===== src/rtl/pipe_stage_skid.sv =====
// Pipeline register stage with optional two-entry skid buffer.
// Handshake: a beat moves across an interface on a rising edge where its
// valid and ready are both 1; valid never waits on ready, and a producer
// holding valid keeps ctrl/data stable until the transfer happens.
// Skid=1 registers in_ready_o, which breaks the ready path from
// downstream. Skid=0 is a single register with combinational ready.
// The ctrl bundle is forced to zero whenever no beat is held, so a bubble
// never carries a write or store enable. Data is left as it was.
module pipe_stage_skid #(
    parameter int Width     = 32,
    parameter int CtrlWidth = 8,
    parameter int Skid      = 1,
    parameter int CntWidth  = 16
) (
    input  logic                 clk_i,
    input  logic                 rst_i,
    input  logic                 flush_i,
    input  logic                 in_valid_i,
    output logic                 in_ready_o,
    input  logic [CtrlWidth-1:0] in_ctrl_i,
    input  logic [Width-1:0]     in_data_i,
    output logic                 out_valid_o,
    input  logic                 out_ready_i,
    output logic [CtrlWidth-1:0] out_ctrl_o,
    output logic [Width-1:0]     out_data_o,
    input  logic                 stall_cnt_clr_i,
    output logic [CntWidth-1:0]  stall_cnt_o,
    output logic [1:0]           dbg_state_o
);

    typedef enum logic [1:0] {
        ST_EMPTY = 2'd0,
        ST_FULL  = 2'd1,
        ST_SKID  = 2'd2
    } state_e;

    state_e               state_q;
    state_e               state_d;
    logic                 in_xfer;
    logic                 out_xfer;
    logic                 load_main_in;
    logic                 load_main_skid;
    logic                 load_skid;
    logic                 stall;
    logic [CtrlWidth-1:0] main_ctrl_q;
    logic [Width-1:0]     main_data_q;
    logic [CtrlWidth-1:0] skid_ctrl_q;
    logic [Width-1:0]     skid_data_q;
    logic [CntWidth-1:0]  stall_cnt_q;

    assign out_valid_o = (state_q != ST_EMPTY);
    assign out_ctrl_o  = main_ctrl_q;
    assign out_data_o  = main_data_q;
    assign stall_cnt_o = stall_cnt_q;
    assign dbg_state_o = state_q;

    assign in_xfer  = in_valid_i & in_ready_o;
    assign out_xfer = out_valid_o & out_ready_i;
    assign stall    = out_valid_o & ~out_ready_i;

    // State register.
    always_ff @(posedge clk_i or posedge rst_i) begin
        if (rst_i) begin
            state_q <= ST_EMPTY;
        end else begin
            state_q <= state_d;
        end
    end

    // Next state and entry-load selects; flush overrides everything.
    always_comb begin
        state_d        = state_q;
        load_main_in   = 1'b0;
        load_main_skid = 1'b0;
        load_skid      = 1'b0;
        case (state_q)
            ST_EMPTY: begin
                if (in_xfer) begin
                    state_d      = ST_FULL;
                    load_main_in = 1'b1;
                end
            end
            ST_FULL: begin
                if (in_xfer && out_xfer) begin
                    load_main_in = 1'b1;
                end else if (out_xfer) begin
                    state_d = ST_EMPTY;
                end else if (in_xfer) begin
                    // Only reachable with a skid entry: single-entry ready
                    // already requires out_ready_i when full.
                    if (Skid != 0) begin
                        state_d   = ST_SKID;
                        load_skid = 1'b1;
                    end else begin
                        load_main_in = 1'b1;
                    end
                end
            end
            ST_SKID: begin
                if (out_xfer) begin
                    state_d        = ST_FULL;
                    load_main_skid = 1'b1;
                end
            end
            default: begin
                state_d = ST_EMPTY;
            end
        endcase
        if (flush_i) begin
            state_d        = ST_EMPTY;
            load_main_in   = 1'b0;
            load_main_skid = 1'b0;
            load_skid      = 1'b0;
        end
    end

    // Main entry: ctrl cleared whenever the stage goes empty, data retained.
    always_ff @(posedge clk_i or posedge rst_i) begin
        if (rst_i) begin
            main_ctrl_q <= '0;
            main_data_q <= '0;
        end else begin
            if (state_d == ST_EMPTY) begin
                main_ctrl_q <= '0;
            end else if (load_main_in) begin
                main_ctrl_q <= in_ctrl_i;
            end else if (load_main_skid) begin
                main_ctrl_q <= skid_ctrl_q;
            end
            if (load_main_in) begin
                main_data_q <= in_data_i;
            end else if (load_main_skid) begin
                main_data_q <= skid_data_q;
            end
        end
    end

    // Skid entry: ctrl cleared whenever the skid slot is not occupied.
    always_ff @(posedge clk_i or posedge rst_i) begin
        if (rst_i) begin
            skid_ctrl_q <= '0;
            skid_data_q <= '0;
        end else begin
            if (state_d != ST_SKID) begin
                skid_ctrl_q <= '0;
            end else if (load_skid) begin
                skid_ctrl_q <= in_ctrl_i;
            end
            if (load_skid) begin
                skid_data_q <= in_data_i;
            end
        end
    end

    // Saturating back-pressure counter; clear wins, flush leaves it alone.
    always_ff @(posedge clk_i or posedge rst_i) begin
        if (rst_i) begin
            stall_cnt_q <= '0;
        end else if (stall_cnt_clr_i) begin
            stall_cnt_q <= '0;
        end else if (stall && (stall_cnt_q != {CntWidth{1'b1}})) begin
            stall_cnt_q <= stall_cnt_q + CntWidth'(1);
        end
    end

    generate
        if (Skid != 0) begin : g_skid_ready
            logic in_ready_q;
            // Registered ready: open whenever the next state leaves room.
            always_ff @(posedge clk_i or posedge rst_i) begin
                if (rst_i) begin
                    in_ready_q <= 1'b0;
                end else begin
                    in_ready_q <= (state_d != ST_SKID);
                end
            end
            assign in_ready_o = in_ready_q;
        end else begin : g_single_ready
            assign in_ready_o = ~rst_i & (~out_valid_o | out_ready_i);
        end
    endgenerate

endmodule

===== config.mk =====
export PLATFORM = sky130hd
export DESIGN_NAME = pipe_stage_skid
export DESIGN_NICKNAME = d
export VERILOG_FILES = /design/src/rtl/pipe_stage_skid.sv
export SDC_FILE = /design/constraint.sdc
export NUM_CORES = 1
export LEC_CHECK = 0
export BUFFER_PORTS_ARGS = -buffer_cell sky130_fd_sc_hd__buf_2
export CAP_MARGIN = 0
export CORE_MARGIN = 3
export CORE_UTILIZATION = 35
export CTS_CLUSTER_SIZE = 24
export DETAILED_ROUTE_END_ITERATION = 10
export GPL_TIMING_DRIVEN = 0
export PLACE_DENSITY = 0.55
export SKIP_CTS_REPAIR_TIMING = 1
export SLEW_MARGIN = 20
export SYNTH_ARGS = -nofsm -noshare
export SYNTH_HDL_FRONTEND = slang
export SYNTH_SLANG_ARGS = --single-unit

===== constraint.sdc =====
create_clock -name clk_i -period 3.87 [get_ports clk_i]
set_input_delay 0.1935 -clock clk_i [delete_from_list [all_inputs] [get_ports clk_i]]
set_output_delay 0.1935 -clock clk_i [all_outputs]
set_load 0.05 [all_outputs]

==> Word level (Yosys, flattened, before mapping) <==
Index checks and enable logic that the tools add are counted.
{ "word_totals": {"regBits": 99, "inputBits": 46, "output_inout_bits": 60, "elab_cells": 52} }
{ "op_classes": {"n_addsub": 1, "eq_ne": 4, "mux": 27, "bitwise_logic": 4, "reduce_logical": 9} }
{ "ops": {"columns": ["cell", "n"], "rows": [
  ["32-bit 2-to-1 mux", 2],
  ["8-bit 2-to-1 mux", 5],
  ["16-bit 2-to-1 mux", 2],
  ["16-bit by 1-bit adder with 16-bit output, second input constant", 1],
  ["16-bit != test, second input constant", 1],
  ["2-bit 2-to-1 mux", 6],
  ["1-bit 2-to-1 mux", 10],
  ["2-bit nonzero test", 4],
  ["2-bit case mux with 3 select lines", 1],
  ["2-bit logical NOT", 2],
  ["1-bit bitwise AND", 3],
  ["3-bit nonzero test", 1],
  ["2-bit by 1-bit equality test with 1-bit output, second input constant", 1],
  ["2-bit equality test, second input constant", 1],
  ["1-bit logical AND", 2],
  ["2-bit != test, second input constant", 1],
  ["1-bit case mux with 2 select lines", 1],
  ["1-bit NOT", 1]
]} }

==> Logic depth before layout (Yosys ltp) <==
Gate-level depths: netlist of the first run.
{ "depth": {"ltp_word": 8, "depth_mapped": 7, "mapped_depth_nobuf": 5} }

==> Worst setup path before layout of the first run <==
OpenSTA, ideal clock, no wires.
{ "synth_timing": {"kind": "register -> register", "startpoint": "reg stall_cnt_q[0] (netlist: stall_cnt_o[0])", "endpoint": "reg stall_cnt_q[13] (netlist: stall_cnt_o[13])", "setup_time_ps": 125, "arrival_time_ps": 1854, "required_ps": 3745, "slack_ps": 1891, "stages_incl_launch_ff": 6, "n_path_buf": 0, "synth_period_minus_slack_ps": 1979, "path_cell_list": "dfrtp_1 -> ha_1 -> and2_1 -> nor3b_2 -> nor4_1 -> mux2_2"} }
{ "synth_between": {"elab_chain_cells": 3, "elab_cells_between_ends": 6, "classes_between": "add/sub (1); eq/ne (1); mux (2); reduce/logical (2)"} }
{ "synth_lines": {"columns": ["element", "line_no", "source"], "rows": [
  ["from (decl)", "49", "logic [CntWidth-1:0] stall_cnt_q;"],
  ["from (signal assigned)", "162", "stall_cnt_q <= stall_cnt_q + CntWidth'(1);"],
  ["16-bit by 1-bit adder with 16-bit output / 16-bit != test (equally long branches)", "162, 161", null],
  ["16-bit 2-to-1 mux / 1-bit logical AND (equally long branches)", "161", "end else if (stall && (stall_cnt_q != {CntWidth{1'b1}})) begin"],
  ["16-bit 2-to-1 mux / 2-bit nonzero test (equally long branches)", null, null]
]} }
Several ways; a longest one is shown, not always the timed one. The select of a mux whose other input is x is not followed.
A chain may end at the register's enable or synchronous reset.

==> Final worst setup path of the first run <==
{ "layout_timing": {"startpoint": "reg state_q[1] (netlist: dbg_state_o[1])", "endpoint": "reg main_data_q[3] (netlist: out_data_o[3])"} }
{ "layout_between": {"elab_chain_cells": 7, "elab_cells_between_ends": 14, "classes_between": "eq/ne (2); mux (7); bitwise (1); reduce/logical (4)"} }
{ "layout_lines": {"columns": ["element", "line_no", "source"], "rows": [
  ["from (decl)", "37", "state_e state_q;"],
  ["from (signal assigned)", "66", "state_q <= state_d;"],
  ["2-bit nonzero test", "51", "assign out_valid_o = (state_q != ST_EMPTY);"],
  ["1-bit bitwise AND", "58", "assign out_xfer = out_valid_o & out_ready_i;"],
  ["1-bit logical AND", "84", "if (in_xfer && out_xfer) begin"],
  ["1-bit 2-to-1 mux", "84", null],
  ["1-bit case mux with 2 select lines", "76", "case (state_q)"],
  ["1-bit 2-to-1 mux", "109", "if (flush_i) begin"],
  ["32-bit 2-to-1 mux / 2-bit nonzero test (equally long branches)", null, null],
  ["to (signal assigned)", "131", "main_data_q <= in_data_i;"],
  ["to (signal assigned)", "133", "main_data_q <= skid_data_q;"],
  ["to (decl)", "46", "logic [Width-1:0] main_data_q;"]
]} }
Several ways; a longest one is shown, not always the timed one.

==> reports/metrics.yaml, run 1 <==
syn_avg_cell_area_um2: 9.40
slew_headroom_pct: 46.4
cp-endpoint: "out_data_o[3]"
fin_nets: 629
via_count: 3664
wl_per_cell_um: 14.4
p_int_mw: 1.93
ios: 106
synth.ff_latch_count: 99
slowest_delay_ns: 0.43
cp-startpoint: "dbg_state_o[1]"
area_delta_synth_final_pct: 24.9
critPathRequiredTime_ns: 4.15
portBuffers: 104
p_leak_nw: 2.75
cts_tree: "built"
clkTransAtPathRegs_ns: 0.07
diodes: 0
rsz0062_at_grt: "false"
crit_cells: 7
die-area_um2: 13900
skew_ns: 0.00626
r2r_setup_slack_ns: 1.95
worstPathMaxFanout: 10
fmax_mhz: 520
grt_pass1_vias: 3770
numCtsBuffers: 9
clk_latency_ns: 0.34
clk_root_buffer_cell: "clkbuf_16"
gr-usage-met1_pct: 23.4
grt_pass1_wl_um: 19200
antenna_found_initial: 0
worst_slew_pin_slew_ns: 0.802
path_cells: "buf_2 > and4bb_1 > buf_2 > a41oi_2 > clkbuf_1 > nand2_1 > nand2_1"
seq_power_share_pct: 45.4
grt_start_max_net_pins: 63
cts.sinks: 99
start_kind: "register"
end_kind: "register"
grt_util_met3_pct: 3.22
dp_hpwl_um: 7700
drive_gt1_share_pct: 22.9
overflow: 0
fin_crit_sh_pct: 49.6
cap_violations: 0
hold_viol: 0
via_per_inst: 4.87
drtPass1Iterations: 4
syn-num-nets: 512
path_buf_inv: 3
timing.rr.start: "dbg_state_o[1]"
yosys_warnings: 0
worst_ep_arrival_time_ns: 2.20
switchingPower_mw: 0.873
routabilityCongestion: 0.787
syn_area_um2: 4370
min-delay-path-class: "in -> reg"
num_rows: 40
comb_power_share_pct: 20.2
switching_share_pct: 31.2
slowest_stage: "clkbuf_1"
busiest_layer: "met2"
place_area_um2: 5130
wirelength_um: 10900
ys_seq_area_share_pct: 56.7
drt_iter0_drc: 227
cts_max_path_buffers: 2
worstReg2RegEnd: "out_data_o[3]"
yosysUniqueCellTypes: 42
synthFlopType: "dfrtp_1"
holdWs_ns: 0.0634
synthDominantCellAreaShare_pct: 56.7
yosys.area.top_type: "dfrtp_1"
core_area_um2: 12100
pwr-share-clk_pct: 34.4
final_area_um2: 5460
ant_nets: 0
powerDensity_nw_per_um2: 513
async_reset_ff_share_pct: 100
initial_core_util_pct: 36.1
n_fill_cell: 1230
synth_area_leaders: "dfrtp_1 57%, nand2_1 16%, a22oi_1 5.5%, a21oi_1 2.7%, mux2i_1 1.8%"
slew_viol_final: 0
path_delay_family: "buffers and inverters"
synthCells: 465
cts_max_level: 3
run_status: "finished, final reports clean"
fin_crit_ns: 1.92
dieHeight_um: 118
vdd.ir_drop.worst_mv: 0.201
grt_usage_pct: 16.9
setup-violations-final: 0
rr_worst_depth: 7
grt_util_met2_pct: 26.1
synth_edf_count: 0
critPathKind: "reg -> reg"
drc: 0
die_w_um: 118
[power by group through the flow]
stage	clock, mW	combinational, mW	sequential [mW]
after floorplan	0	0.181	1.51
after global placement	0	0.561	1.29
after detailed placement	0	0.575	1.29
after CTS	1.00	0.574	1.27
after global routing	1.05	0.624	1.29
final	0.963	0.566	1.27
[sequential cells by signal, summed over array words and instances, names as in the netlist]
name         count
dbg_state_o      2
in_ready_o       1
out_ctrl_o       8
out_data_o      32
skid_ctrl_q      8
skid_data_q     32
stall_cnt_o     16
[cells by family (layout without fill, tap and decap cells)]
family / count (synthesis) / after routing / share of synthesized area, %
mux: 10 / 10 / 2.35
simple gates: 243 / 243 / 25.1
compound gates: 83 / 83 / 12.9
fa+ha+maj: 1 / 1 / 0.286
flops: 99 / 99 / 56.7
buf+inv: 29 / 149 / 2.72
[cells in the mapped netlist, types with 2 or more instances]
cell type / instances
and3_1: 3
or3_1: 6
nand2_1: 184
a22oi_1: 32
dfrtp_1: 99
inv_1: 4
buf_2: 5
nand2b_1: 2
a211oi_1: 8
or4_1: 8
nor4_1: 2
nor2_1: 14
a21oi_1: 24
o21ai_0: 5
mux2i_1: 8
o211ai_1: 2
nor2b_1: 3
nand3_1: 3
o31ai_1: 9
nand4_1: 5
clkbuf_1: 18
[through the flow]
step | instances | setup WS [ns] | total power, mW | TNS [ns] | util [%]
finish | 753 | 1.95 | 2.80 | 0 | 45.1
global route | 753 | 1.73 | 2.96 | 0 | 45.1
CTS | 752 | 1.89 | 2.85 | 0 | 45.0
detailed placement | 738 | 1.91 | 1.86 | 0 | 42.4
global placement | 737 | -0.176 | 1.85 | -16.65 | 42.1
floorplan | 465 | 1.09 | 1.69 | 0 | -
[cells in the final DEF (no fill, tap or decap), types with 2 or more instances in the layout]
master and n:
bufinv_16 2, o21ai_0 5, nor4_1 2, mux2i_1 8, inv_1 3, nor2_1 14
a22oi_1 32, nor2b_1 3, nand2_1 184, clkbuf_8 2, dfrtp_1 99, nand3_1 3
clkbuf_1 19, a21oi_1 24, buf_2 109, or3_1 6, a211oi_1 8, or4_1 8
nand2b_1 2, o211ai_1 2, clkbuf_16 9, o31ai_1 9, nand4_1 5, and3_1 3
[worst min-delay path by stage]
stage	cells past startpoint	slack, ns	from	end
6_report	3	0.06	in_data_i[4]	skid_data_q[4]
3_3_place_gp	3	0.41	in_data_i[29]	skid_data_q[29]
5_1_grt	3	0.06	in_data_i[14]	skid_data_q[14]
4_1_cts	2	-0.16	rst_i	out_data_o[12]
2_1_floorplan	2	0.30	in_data_i[0]	skid_data_q[0]
3_5_place_dp	2	0.22	rst_i	out_data_o[12]
[layer usage]
metal / up-vias / wire length [µm]
met5: - / 0
met4: 0 / 214
met3: 12 / 434
met2: 91 / 5050
met1: 1736 / 5170
li1: 1825 / -
[worst min-delay path, stage by stage]
cell and delay, ns:
buf_2 0.08, nand2_1 0.04, nand2_1 0.05
[cell type report]
| cell class | instances | area (µm²) | area share (%) |
|---|---|---|---|
| Sequential cell | 99 | 2480 | 45.4 |
| Multi-Input combinational cell | 337 | 1770 | 32.5 |
| Timing Repair Buffer | 106 | 558 | 10.2 |
| Clock buffer | 12 | 256 | 4.70 |
| Tap cell | 168 | 210 | 3.85 |
| Buffer | 25 | 104 | 1.90 |
| Clock inverter | 2 | 60.1 | 1.10 |
| Inverter | 4 | 20.0 | 0.367 |
No activity file was read; power rests on OpenSTA's default activity.
==> run 2, diff against run 1 <==
Settings changed: PLACE_DENSITY 0.55 to 0.57.
Clock period 3.87 ns to 1.73 ns, I/O delays scaled along.
==> run 2 against run 1 <==
  * The flow now finishes with violations (negative hold slack)
  * Sequential power increased by 130%
  * Routed wire length increased by 6.7%
  * Power increased by 120%
  * Sequential cell count unchanged
  * Final area increased by 11%
  * Highest routed layer unchanged
  * Global-route usage about the same
  * Die area unchanged
  * Via count increased by 5.8%
==> reports/metrics.yaml, run 2 (synthesized netlist as in run 1, its figures left out) <==
multi_input_area_um2: 1890
grt_util_met3_pct: 3.60
p_total_mw: 6.30
routabilityCongestion: 0.773
core_area_um2: 12100
stdcell_count: 797
hp-start: "in_ctrl_i[6]"
timing.rr.start: "stall_cnt_o[1]"
dp_hpwl_um: 7870
wl_per_cell_um: 14.6
die_w_um: 118
rsz0062_at_grt: "true"
grt_pass1_wl_um: 19000
initial_core_util_pct: 36.1
cts_max_path_buffers: 2
r2r_setup_slack_ns: 0.05
rr_worst_depth: 5
skew_ns: 0.00539
place_ws_ns: -0.271
slew_viol_final: 0
critPathRequiredTime_ns: 1.96
grt_pass1_vias: 3808
fin_crit_ns: 1.68
antenna_found_initial: 0
num_rows: 40
powerDensity_nw_per_um2: 1040
clk_latency_ns: 0.34
final_cell_mix: "183 x nand2_1, 109 x buf_2, 81 x dfrtp_1"
min_to: "skid_ctrl_q[6]"
via_count: 3878
drt_iter0_drc: 270
n_fill_cell: 1150
dieHeight_um: 118
grt_util_met2_pct: 25.9
area_delta_synth_final_pct: 38.8
gr-usage-met1_pct: 23.3
start_kind: "register"
vdd.ir_drop.worst_mv: 0.542
path_delay_family: "simple AND/OR/NAND/NOR gates"
worstReg2RegEnd: "stall_cnt_o[13]"
slew_headroom_pct: 66.3
hold_viol: 3
numCtsBuffers: 9
critPathKind: "reg -> reg"
end_kind: "register"
cts_tree: "built"
violations: "negative hold slack"
worstPathMaxFanout: 6
grt_usage_pct: 16.9
worst_ep_arrival_time_ns: 1.91
overflow: 0
setup_slack_ns: 0.0484
p_leak_nw: 2.99
ant_nets: 0
drive_gt1_share_pct: 31.2
worst_slew_pin_slew_ns: 0.506
diodes: 0
run_status: "complete, but fails checks"
busiest_layer: "met2"
path_buf_inv: 0
cts.sinks: 99
grt_start_max_net_pins: 33
die-area_um2: 13900
fin_crit_sh_pct: 97.2
cap_violations: 0
min-delay-path-class: "in -> reg"
fmax_mhz: 595
fin_nets: 671
setup-violations-final: 0
slowest_delay_ns: 0.44
clkTransAtPathRegs_ns: 0.06
ios: 106
placedCellCount: 740
clk_root_buffer_cell: "clkbuf_16"
drtPass1Iterations: 5
whs_path_depth: 3
path_cells: "ha_4 > and2_4 > nor3b_4 > nor4_2 > mux2_2"
cts_max_level: 3
holdWs_ns: -0.0148
slowest_stage: "dfrtp_2"
drc: 0
seq_area_um2: 2500
wirelength_um: 11600
final_common_cell: "nand2_1"
portBuffers: 104
via_per_inst: 4.87
[run 2: changes by cell type in the layout (fill, tap and decap cells not counted), sizes merged]
cell         change
clkinv           +2
bufinv           -1
inv              -1
clkbuf           -9
buf             +17
dlygate4sd3     +34
clkinvlp         +2
[run 2: metrics by stage]
| stage | TNS (ns) | util [%] | instance area [µm²] |
|---|---|---|---|
| finish | 0 | 50.1 | 6060 |
| detailed placement | -9.40 | 43.1 | 5220 |
| floorplan | -0.126 | - | 4420 |
| global placement | -36.93 | 42.6 | 5150 |
| CTS | -10.76 | 45.7 | 5530 |
| global route | -0.545 | 50.1 | 6060 |
[run 2: metal layers]
layer  wire length, µm  vias up
li1                  -     1914
met1              5420     1860
met2              5590       96
met3               506        8
met4                94        0
met5                 0        -
[run 2: worst register-to-register path, stage by stage, from the launching register on]
cell and delay, ns:
dfrtp_2 0.44, ha_4 0.17, and2_4 0.16, nor3b_4 0.17, nor4_2 0.27, mux2_2 0.36
[run 2: area by class of cell]
type                    count  share of cell area [%]
repair buffers            150                    16.3
clock buffers              12                    4.39
inverters                   4                   0.309
multi-input cells         337                    31.1
clock inverters             4                   0.784
plain buffers              23                    2.39
flip-flops and latches     99                    41.2
well taps                 168                    3.47
[run 2: worst max path at each step]
stage | endpoint | cells past startpoint | startpoint
finish | stall_cnt_o[13] | 5 | stall_cnt_o[1]
global placement | in_ready_o | 2 | rst_i
floorplan | stall_cnt_o[13] | 5 | stall_cnt_o[1]
detailed placement | out_data_o[26] | 7 | dbg_state_o[1]
CTS | out_data_o[26] | 7 | dbg_state_o[1]
global route | skid_data_q[6] | 6 | in_ready_o
[run 2: where the power goes]
group          switching, mW  internal [mW]
Sequential             0.195           2.66
Combinational          0.967          0.403
Clock                  0.839           1.23
Total                   2.00           4.30
==> run 3, diff against run 2 <==
Settings changed: CELL_PAD_IN_SITES_DETAIL_PLACEMENT set to 0, CELL_PAD_IN_SITES_GLOBAL_PLACEMENT set to 1, PLACE_DENSITY 0.57 to 0.73.
==> run 3 against run 2 <==
  * The flow still finishes with violations (negative hold slack)
  * Cell count rose by 0.63%
  * Count of clock-buffer cells in the layout decreased by 1
  * Final area grew 0.31%
  * Sequential cell count did not move
  * Via count is 1.9% higher
  * Clock power is 12% lower
  * Routed wire length up 0.96%
  * Critical path type unchanged
==> reports/metrics.yaml, run 3 (synthesized netlist as in run 1, its figures left out) <==
fin_crit_ns: 1.70
switching_share_pct: 33.3
start_kind: "register"
grt_pass1_wl_um: 19100
slew_headroom_pct: 64.8
ant_nets: 0
worstPathMaxFanout: 6
slowest_delay_ns: 0.44
worst_ep_arrival_time_ns: 1.93
grt_util_met2_pct: 26.5
die-area_um2: 13900
area_delta_synth_final_pct: 39.2
overflow: 0
violations: "negative hold slack"
grt_util_met3_pct: 3.75
cap_violations: 0
skew_ns: 0.00808
drt_iter0_drc: 203
diodes: 0
p_total_mw: 6.07
dieHeight_um: 118
end_kind: "register"
drive_gt1_share_pct: 31.4
wirelength_um: 11700
num_rows: 40
vdd.ir_drop.worst_mv: 0.485
p_int_mw: 4.05
worst_slew_pin_slew_ns: 0.528
clk_root_buffer_cell: "clkbuf_16"
antenna_found_initial: 0
run_status: "complete, but fails checks"
cts_tree: "built"
routabilityCongestion: 0.741
placedCellCount: 741
seq_power_share_pct: 47.0
critPathRequiredTime_ns: 1.96
path_cells: "ha_4 > and2_4 > nor3b_4 > nor4_2 > mux2_2"
holdWs_ns: -0.0266
hold_viol: 5
wl_per_cell_um: 14.6
via_per_inst: 4.93
grt_usage_pct: 16.9
fmax_mhz: 588
portBuffers: 104
stdcell_count: 802
fin_crit_sh_pct: 98.3
dp_hpwl_um: 8010
fin_nets: 677
numCtsBuffers: 9
comb_power_share_pct: 22.9
clkTransAtPathRegs_ns: 0.07
busiest_layer: "met2"
cts.sinks: 99
drtPass1Iterations: 7
gr-usage-met1_pct: 22.8
cts_max_path_buffers: 2
final_common_cell: "nand2_1"
path_delay_family: "simple AND/OR/NAND/NOR gates"
min-delay-path-class: "in -> reg"
pwr-share-clk_pct: 30.1
clk_latency_ns: 0.35
initial_core_util_pct: 36.1
ios: 106
cts_max_level: 3
grt_start_max_net_pins: 32
path_buf_inv: 0
via_count: 3952
slowest_stage: "dfrtp_2"
setup-violations-final: 0
rsz0062_at_grt: "true"
die_w_um: 118
final_cell_mix: "183 x nand2_1, 111 x buf_2, 81 x dfrtp_1"
fin_setup_tns_ns: 0
core_area_um2: 12100
critPathKind: "reg -> reg"
slew_viol_final: 0
powerDensity_nw_per_um2: 998
drc: 0
p_leak_nw: 3.00
grt_pass1_vias: 3778
switchingPower_mw: 2.02
[run 3: stage by stage]
| step | hold slack (ns) | setup WS [ns] | util (%) | cell area [µm²] |
|---|---|---|---|---|
| final | -0.0266 | 0.0293 | 50.2 | 6080 |
| after global routing | 0.00473 | -0.0193 | 50.2 | 6080 |
| after floorplan | 0.192 | -0.0636 | - | 4420 |
| after CTS | -0.293 | -0.330 | 45.6 | 5520 |
| after detailed placement | 0.0825 | -0.267 | 43.4 | 5260 |
| after global placement | 0.294 | -0.420 | 42.6 | 5150 |
[run 3: cell type report]
| cell class | count | area (µm²) |
|---|---|---|
| Clock inverter | 4 | 28.8 |
| Inverter | 4 | 18.8 |
| Timing Repair Buffer | 156 | 1070 |
| Buffer | 23 | 144 |
| Multi-Input combinational cell | 337 | 1870 |
| Clock buffer | 11 | 233 |
| Sequential cell | 99 | 2500 |
| Fill cell | 1178 | 6030 |
| Tap cell | 168 | 210 |
[run 3: routing by layer]
metal  share of wire (%)  vias to the layer above  routed length [µm]
met3                 5.0                       13                 581
met4                 1.8                        0                 216
met5                   0                        -                   0
met1                  46                     1907                5360
met2                  47                      113                5560
li1                    -                     1919                   -
[run 3: tightest hold or removal path: stages]
cell	delay, ns
buf_2	0.10
nand2_1	0.05
nand2_1	0.05
[run 3: worst paths after layout]
kind / start / to / slack (ns) / cells after the start
setup reg to reg: stall_cnt_o[0] / stall_cnt_o[13] / 0.03 / 5
hold reg to reg: out_data_o[13] / out_data_o[13] / 0.47 / 2
hold / removal: in_data_i[16] / skid_data_q[16] / -0.03 / 3
max in group asynchronous: rst_i / out_data_o[23] / 0.70 / 6
setup / recovery: stall_cnt_o[0] / stall_cnt_o[13] / 0.03 / 5
min in group asynchronous: rst_i / stall_cnt_o[7] / 0.26 / 3
[run 3: power by group through the flow]
stage,Clock (mW),Sequential (mW),Combinational (mW)
final,1.83,2.85,1.39
after detailed placement,0,2.89,1.30
after floorplan,0,3.38,0.406
after global placement,0,2.88,1.26
after global routing,1.95,2.89,1.52
after CTS,1.88,2.85,1.31
